### config.mk
export PLATFORM = sky130hd
export DESIGN_NAME = matrix_window_scheduler
export DESIGN_NICKNAME = d
export VERILOG_FILES = /design/src/rtl/matrix_window_scheduler.sv
export SDC_FILE = /design/constraint.sdc
export NUM_CORES = 1
export LEC_CHECK = 0
export ABC_AREA = 1
export CAP_MARGIN = 5
export CELL_PAD_IN_SITES_DETAIL_PLACEMENT = 0
export CELL_PAD_IN_SITES_GLOBAL_PLACEMENT = 2
export CORE_MARGIN = 2
export CORE_UTILIZATION = 30
export CTS_BUF_LIST = sky130_fd_sc_hd__clkbuf_4 sky130_fd_sc_hd__clkbuf_8 sky130_fd_sc_hd__clkbuf_16
export DETAILED_ROUTE_END_ITERATION = 8
export MAX_ROUTING_LAYER = met4
export PLACE_DENSITY = 0.83
export SLEW_MARGIN = 25
export SYNTH_ARGS = -nofsm -noshare
export SYNTH_HDL_FRONTEND = slang
export SYNTH_SLANG_ARGS = --single-unit
### constraint.sdc
create_clock -name clk -period 2.4 [get_ports clk]
set_input_delay 0.24 -clock clk [delete_from_list [all_inputs] [get_ports clk]]
set_output_delay 0.24 -clock clk [all_outputs]
set_load 0.01 [all_outputs]
### src/rtl/matrix_window_scheduler.sv
// Frame/line sequencer for the 3x3 matrix datapath on cmos_pclk.
// Tracks vsync/href, drives line-buffer column address, write enable and
// 3-line rotation select, and emits a registered window-valid strobe with
// the window-centre coordinates.
// Optional feature macro: WIN_BORDER_FLAG_EN (drives win_border edge flags).
module matrix_window_scheduler #(
  parameter int unsigned IMG_HDISP   = 16,
  parameter int unsigned IMG_VDISP   = 4,
  parameter logic        VSYNC_VALID = 1'b1
) (
  input  logic       clk,
  input  logic       rst_n,
  input  logic       per_frame_vsync,
  input  logic       per_frame_href,
  output logic       lb_wr_en,
  output logic [9:0] lb_addr,
  output logic [1:0] lb_line_sel,
  output logic       win_valid,
  output logic [9:0] win_row,
  output logic [9:0] win_col,
  output logic       frame_start,
  output logic       frame_done,
  output logic       err_hlen,
  output logic       err_vlen,
  output logic [3:0] win_border
);

  localparam int unsigned AW = 10;
  localparam logic [AW-1:0] HMAX  = AW'(IMG_HDISP);
  localparam logic [AW-1:0] VLAST = AW'(IMG_VDISP);

  typedef enum logic [1:0] {
    S_IDLE,
    S_LINE_WAIT,
    S_ACTIVE,
    S_FRAME_END
  } state_t;

  state_t        state_q, state_d;
  logic          vs_q, vs_qq, hr_q, hr_qq;
  logic [AW-1:0] row_q, row_d, col_q, col_d, addr_q, addr_d;
  logic [1:0]    sel_q, sel_d;
  logic          wr_en_q, wr_en_d;
  logic          fstart_q, fstart_d, fdone_q, fdone_d;
  logic          err_h_q, err_h_d, err_v_q, err_v_d;
  logic          win_valid_q;
  logic [AW-1:0] win_row_q, win_col_q;
  logic          vs_ok, vs_rise, hr_fall;
  logic          win_hit;
  logic [AW-1:0] wrow, wcol;

  assign vs_ok   = (vs_q == VSYNC_VALID);
  assign vs_rise = vs_ok && (vs_qq != VSYNC_VALID);
  assign hr_fall = hr_qq && !hr_q;

  // Input synchronisation; vsync history resets to the valid level so a frame
  // already in progress at reset release is never mistaken for a new edge.
  always_ff @(posedge clk) begin
    if (!rst_n) begin
      vs_q  <= VSYNC_VALID;
      vs_qq <= VSYNC_VALID;
      hr_q  <= 1'b0;
      hr_qq <= 1'b0;
    end else begin
      vs_q  <= per_frame_vsync;
      vs_qq <= vs_q;
      hr_q  <= per_frame_href;
      hr_qq <= hr_q;
    end
  end

  // State and sequencing registers.
  always_ff @(posedge clk) begin
    if (!rst_n) begin
      state_q  <= S_IDLE;
      row_q    <= '0;
      col_q    <= '0;
      addr_q   <= '0;
      sel_q    <= '0;
      wr_en_q  <= 1'b0;
      fstart_q <= 1'b0;
      fdone_q  <= 1'b0;
      err_h_q  <= 1'b0;
      err_v_q  <= 1'b0;
    end else begin
      state_q  <= state_d;
      row_q    <= row_d;
      col_q    <= col_d;
      addr_q   <= addr_d;
      sel_q    <= sel_d;
      wr_en_q  <= wr_en_d;
      fstart_q <= fstart_d;
      fdone_q  <= fdone_d;
      err_h_q  <= err_h_d;
      err_v_q  <= err_v_d;
    end
  end

  // Next-state, counter and pulse logic.
  always_comb begin
    state_d  = state_q;
    row_d    = row_q;
    col_d    = col_q;
    addr_d   = addr_q;
    sel_d    = sel_q;
    wr_en_d  = 1'b0;
    fstart_d = 1'b0;
    fdone_d  = 1'b0;
    err_h_d  = err_h_q;
    err_v_d  = err_v_q;
    unique case (state_q)
      S_IDLE: begin
        if (vs_rise) begin
          state_d  = S_LINE_WAIT;
          fstart_d = 1'b1;
          row_d    = '0;
          col_d    = '0;
          sel_d    = '0;
          err_h_d  = 1'b0;
          err_v_d  = 1'b0;
        end
      end
      S_LINE_WAIT, S_ACTIVE: begin
        if (!vs_ok) begin
          state_d = S_IDLE;
        end else if (hr_q) begin
          state_d = S_ACTIVE;
          if (col_q < HMAX) begin
            wr_en_d = 1'b1;
            addr_d  = col_q;
            col_d   = AW'(col_q + AW'(1));
          end else begin
            err_h_d = 1'b1;
          end
        end else if ((state_q == S_ACTIVE) && hr_fall) begin
          if (col_q != HMAX) err_h_d = 1'b1;
          col_d = '0;
          row_d = AW'(row_q + AW'(1));
          sel_d = (sel_q == 2'd2) ? 2'd0 : 2'(sel_q + 2'd1);
          if (AW'(row_q + AW'(1)) == VLAST) begin
            state_d = S_FRAME_END;
            fdone_d = 1'b1;
          end else begin
            state_d = S_LINE_WAIT;
          end
        end
      end
      S_FRAME_END: begin
        if (!vs_ok) state_d = S_IDLE;
        else if (hr_q) err_v_d = 1'b1;
      end
      default: state_d = S_IDLE;
    endcase
  end

  // A write completes a window once two earlier rows and columns exist.
  assign win_hit = wr_en_q && (row_q >= AW'(2)) && (addr_q >= AW'(2));
  assign wrow    = AW'(row_q - AW'(1));
  assign wcol    = AW'(addr_q - AW'(1));

  // Window strobe stage, one cycle behind the line-buffer write.
  always_ff @(posedge clk) begin
    if (!rst_n) begin
      win_valid_q <= 1'b0;
      win_row_q   <= '0;
      win_col_q   <= '0;
    end else begin
      win_valid_q <= win_hit;
      if (win_hit) begin
        win_row_q <= wrow;
        win_col_q <= wcol;
      end
    end
  end

`ifdef WIN_BORDER_FLAG_EN
  logic [3:0] border_q;

  // Edge flags for the window centre, aligned with win_valid.
  always_ff @(posedge clk) begin
    if (!rst_n) begin
      border_q <= '0;
    end else if (win_hit) begin
      border_q <= {wrow == AW'(1), wrow == AW'(IMG_VDISP - 2),
                   wcol == AW'(1), wcol == AW'(IMG_HDISP - 2)};
    end
  end

  assign win_border = border_q;
`else
  assign win_border = 4'b0000;
`endif

  assign lb_wr_en    = wr_en_q;
  assign lb_addr     = addr_q;
  assign lb_line_sel = sel_q;
  assign win_valid   = win_valid_q;
  assign win_row     = win_row_q;
  assign win_col     = win_col_q;
  assign frame_start = fstart_q;
  assign frame_done  = fdone_q;
  assign err_hlen    = err_h_q;
  assign err_vlen    = err_v_q;

endmodule

# Yosys cells after proc, flatten, opt, wreduce, memory -nomap -nowiden

Index checks and enable logic that the tools add are counted.

Flip-flop bits (word level): 64
Latch bits: 0
Memory bits (writable): 0
ROM bits: 0
Output and inout bits: 42
Memories: 0

Add/sub/neg operators: 5
$mul: 0
Divide/modulo/power cells: 0
$lt $le $gt $ge: 3
Equality and inequality tests: 18
Shift-type cells: 0
Mux-type cells: 36
Bitwise operators: 5
Reduce and logical (&&, ||, !) cells: 19

Operators by type and width:

| cell                    | number |
|---|---|
| $mux W10                | 8 |
| $pmux W10 S2            | 2 |
| $mux W2                 | 11 |
| $add A10 B1 Y10 const B | 2 |
| $ge A10 B2 Y1 const B   | 2 |
| $sub A10 B1 Y10 const B | 2 |
| $ne A2 B2 Y1 const B    | 7 |
| $ne A3 B3 Y1 const B    | 4 |
| $reduce_and A4 Y1       | 3 |
| $mux W1                 | 11 |
| $eq A10 B3 Y1 const B   | 1 |
| $lt A10 B5 Y1 const B   | 1 |
| $ne A10 B5 Y1 const B   | 1 |
| $reduce_and A5 Y1       | 2 |
| $eq A2 B2 Y1 const B    | 3 |
| $pmux W2 S3             | 1 |
| $reduce_and A6 Y1       | 1 |
| $logic_and A1 B1 Y1     | 5 |
| $not A1 Y1              | 5 |
| $reduce_or A5 Y1        | 1 |
| $ne A4 B4 Y1 const B    | 1 |
| $pmux W1 S2             | 2 |
| $pmux W2 S2             | 1 |
| $reduce_bool A2 Y1      | 2 |
| 7 further kinds         | 7 |

# Depth between registers and ports, before layout

Word-level depth: 7
Depth in mapped cells: 12
Depth with buffers taken out: 12

# Worst setup path after synthesis

No wires, ideal clock.

Path kind: flip-flop to flip-flop
From: register state_q[0]
To: register row_q[4]
Library setup time: 0.116 ns
Arrival time: 1.626 ns
Data required time: 2.284 ns
Path slack: 0.659 ns
Stages on the path, launching flop included: 11
Cell sequence: dfxtp_1 -> inv_1 -> ha_1 -> buf_4 -> inv_1 -> o21ai_2 -> nor2_4 -> nor2_2 -> a21oi_1 -> nand2_1 -> and3_1

Longest elaborated chain between the ends: 4
Elaborated cells on any way between the ends: 12
Those cells by class: eq/ne (6); mux (1); reduce/logical (5)

RTL lines:

| what                                                                       | RTL line | source |
|---|---|---|
| start: declaration                                                         | 39       | `state_t state_q, state_d;` |
| start signal: assignment                                                   | 86       | `state_q <= state_d;` |
| $eq A2 B2 Y1 / $eq A2 B1 Y1 (equally long branches)                        | 111, 135 |  |
| $reduce_or A2 Y1 / $logic_and A1 B1 Y1 (equally long branches)             | 111, 135 |  |
| $ne A2 B2 Y1 (no source line) / $reduce_bool A2 Y1 (equally long branches) | n/a      |  |
| $reduce_and A5 Y1 (no source line)                                         | n/a      |  |
| end signal: assignment                                                     | 87       | `row_q <= row_d;` |
| end: declaration                                                           | 41       | `logic [AW-1:0] row_q, row_d, col_q, col_d, addr_q, addr_d;` |

Parallel ways exist; a longest one is shown, timed or not.
A chain may end at the register's enable or synchronous reset.

# Worst setup path in the final report

From: register state_q[1]
To: register sel_q[1] (netlist: lb_line_sel[1])

Longest elaborated chain between the ends: 4
Elaborated cells on any way between the ends: 12
Those cells by class: eq/ne (6); mux (1); reduce/logical (5)

RTL lines:

| what                                                                       | RTL line | source |
|---|---|---|
| $eq A2 B2 Y1 / $eq A2 B1 Y1 (equally long branches)                        | 111, 135 |  |
| $reduce_or A2 Y1 / $logic_and A1 B1 Y1 (equally long branches)             | 111, 135 |  |
| $ne A2 B2 Y1 (no source line) / $reduce_bool A2 Y1 (equally long branches) | n/a      |  |
| $reduce_and A5 Y1 (no source line)                                         | n/a      |  |
| end signal: assignment                                                     | 90       | `sel_q <= sel_d;` |
| end: declaration                                                           | 42       | `logic [1:0] sel_q, sel_d;` |

Parallel ways exist; a longest one is shown, timed or not.

==> results.md <==
* Final core utilization at 38.64%
* Final setup margin at 280.5 ps
* Routability Congestion at 0.8180
* Vias/cell at 4.451
* H-tree depth at 3
* Leak pwr at 1.528 nW
* Initial antenna violation count at 0
* Crit-path most repeated cell: inv_1
* Final nets at 464
* VDD IR max at 385.3 uV
* Syn. warnings at 0
* Pre-CTS setup slack at 316.2 ps
* Core Region at 9729 sq um
* Met2 WL post-DR at 3351 um
* Status: completed
* Unrepaired setup endpoints after global routing: false
* CTS max path bufs at 2
* Number of global-route vias before repair at 2464
* Post-CTS setup buffers at 0
* Crit-path cells: inv_1, ha_1, inv_1, o21ai_2, nor2_4, nor2_2, inv_1, o21ai_0, nor2_1
* DP Cell Count at 571
* Fin. max-slew vios at 0
* Rows at 36
* Root buf cell: clkbuf_8
* Crit Path Max Fanout at 9
* Clock sinks at 64
* Cts bufs inserted at 9
* Synthesis-to-finish area growth at 25.42%
* Synth Instances at 407
* CP Buf/Inv Count at 3
* Pwr Density at 650.4 nW/um^2
* Slowest stage delay, CP at 440 ps
* Antenna-violating nets left at 0
* Die area at 10810 sq um
* Synth Cell Area at 2998 sq um
* Kind of critical path: register to register
* Die width at 104.0 um
* Die Ht at 104.0 um
* GRT Resource Usage Total at 14.11%
* Yosys reg bits at 64
* Crit-path slowest cell: ha_1
* Clock Latency Late Sink at 340 ps
* Register area share after synthesis at 42.74%
* Skew final at 6.145 ps
* Worst setup SP type: register
* Clock-pin slew on the worst setup and hold paths at 70 ps
* Layout cells sized above 1 at 7.048%
* DR top layer: met4
* 1st-iter DRT viols at 101
* Hold Crit Class: primary input to register
* Met1 Routed Length at 3464 um
* I/O pins at 46
* PortBufs at 41
* Metal3 WL at 299 um
* WL per Instance at 12.26 um
* CTS tree: built
* Starting density of the core at 30.81%
* CP arrival at 2350 ps
* Non-filler cells in the finished layout at 587
* Mean Syn Cell Area at 7.366 sq um
* GRT overflow at 0
* Tcrit/Tclk final at 88.31%
* Cell family with most CP delay: adder cells
* Diode count at 0
* Final WL at 7198 um
* DP HPWL at 5308 um
* Largest net degree at the start of global routing at 33
* First-pass GRT wire length at 12000 um
* DR vias at 2613
* Post-synth cell types at 31
* Hold_buf cts at 0
* Remaining routing DRC violations at 0
* Max-cap violations at 0
* CP Capture Type: register
* Setup-failing EPs final at 0
* Worst Path Required at 2630 ps
* Tmin final at 2119 ps
* Final Hold Viols at 0
* Initial DRT Pass Iterations at 4
* Resize count post-CTS at 0
* Max Freq at 471.8 MHz
* TNS Setup at 0 ps
## path summary, 6_finish.rpt
check,start,slack (ps),endpoint,cells past startpoint
worst max-delay path,state_q[1],280,lb_line_sel[1],9
worst min-delay path,per_frame_href,430,hr_q,3
worst max register to register,state_q[1],280,lb_line_sel[1],9
worst min register to register,col_q[6],440,col_q[6],2
## kinds of logic after synthesis
family,count (synthesis),synth area share (%)
compound gates,77,13.81
xor+xnor,14,4.090
flops,64,42.74
other cells,1,0.1251
simple gates,176,25.46
fa+ha+maj,11,4.591
buf+inv,64,9.182
## sequential cells by signal, summed over array words and instances, names as in the netlist, 2 cells and up
register / flops
row_q: 10
lb_line_sel: 2
col_q: 10
win_col: 10
lb_addr: 10
win_row: 10
state_q: 2
## stage by stage
| step | total power [mW] | hold slack (ps) | area [sq um] |
|---|---|---|---|
| after global placement | 1.354 | 428.1 | 3521 |
| after global routing | 2.558 | 459.0 | 3760 |
| after CTS | 2.486 | 414.5 | 3760 |
| after detailed placement | 1.352 | 429.8 | 3521 |
| after floorplan | 1.290 | 337.6 | 3009 |
| final | 2.445 | 425.3 | 3760 |
## cells in the mapped netlist, drive strengths merged
| cell | number | area share, % |
|---|---|---|
| xnor2 | 2 | 0.58 |
| conb | 1 | 0.13 |
| o21ai | 37 | 6.8 |
| nand4 | 6 | 1.3 |
| or2 | 1 | 0.21 |
| nor3 | 17 | 2.8 |
| and3 | 2 | 0.42 |
| nor4 | 1 | 0.21 |
| clkinv | 1 | 0.13 |
| a211oi | 1 | 0.42 |
| ha | 11 | 4.6 |
| a22oi | 1 | 0.25 |
| nand2 | 74 | 9.3 |
| dfxtp | 64 | 43 |
| inv | 45 | 5.6 |
| nor2 | 55 | 7.8 |
| buf | 12 | 2.6 |
| a21oi | 38 | 6.3 |
| xor2 | 12 | 3.5 |
| nand3 | 20 | 3.3 |
| clkbuf | 6 | 0.79 |
## layer usage
metal	track usage, %	vias up
met3	4.261	7
met4	3.958	0
li1	-	1393
met5	-	-
met2	22.37	46
met1	17.46	1167
## worst reg2reg max path: stages, from the launching register on
cell and delay, ps:
dfxtp_1 380, inv_1 80, ha_1 440, inv_1 160, o21ai_2 240, nor2_4 100
nor2_2 250, inv_1 140, o21ai_0 170, nor2_1 60
## cell usage in the layout (no fill, tap or decap), types with 2 or more instances in the layout
master | netlist | final
nor2_2 | 2 | 2
and3_1 | 2 | 2
nor3_1 | 17 | 17
nand4_1 | 6 | 6
conb_1 | 1 | 4
xor2_1 | 12 | 12
clkdlybuf4s50_1 | 0 | 41
nor2_1 | 51 | 51
bufinv_16 | 0 | 3
a21oi_1 | 38 | 38
xnor2_1 | 2 | 2
o21ai_0 | 34 | 34
clkinv_2 | 0 | 2
o21ai_2 | 2 | 2
inv_1 | 44 | 44
dfxtp_1 | 64 | 64
buf_4 | 5 | 5
clkbuf_8 | 0 | 9
nand2_1 | 73 | 73
ha_1 | 11 | 11
nand3_1 | 20 | 20
## report_power, final
part / internal, mW / total [mW] / switching, mW
Combinational: 0.0812 / 0.226 / 0.145
Clock: 0.698 / 1.12 / 0.421
Sequential: 1.08 / 1.10 / 0.0197
Total: 1.86 / 2.45 / 0.586
## area by class of cell
class / instances / area (sq um)
repair buffers: 46 / 447.9
multi-input cells: 282 / 1453
clock inverters: 6 / 107.6
well taps: 133 / 166.4
inverters: 46 / 172.7
fillers: 1078 / 5969
flip-flops and latches: 64 / 1281
clock buffers: 10 / 131.4
No activity file was read; power rests on OpenSTA's default activity.
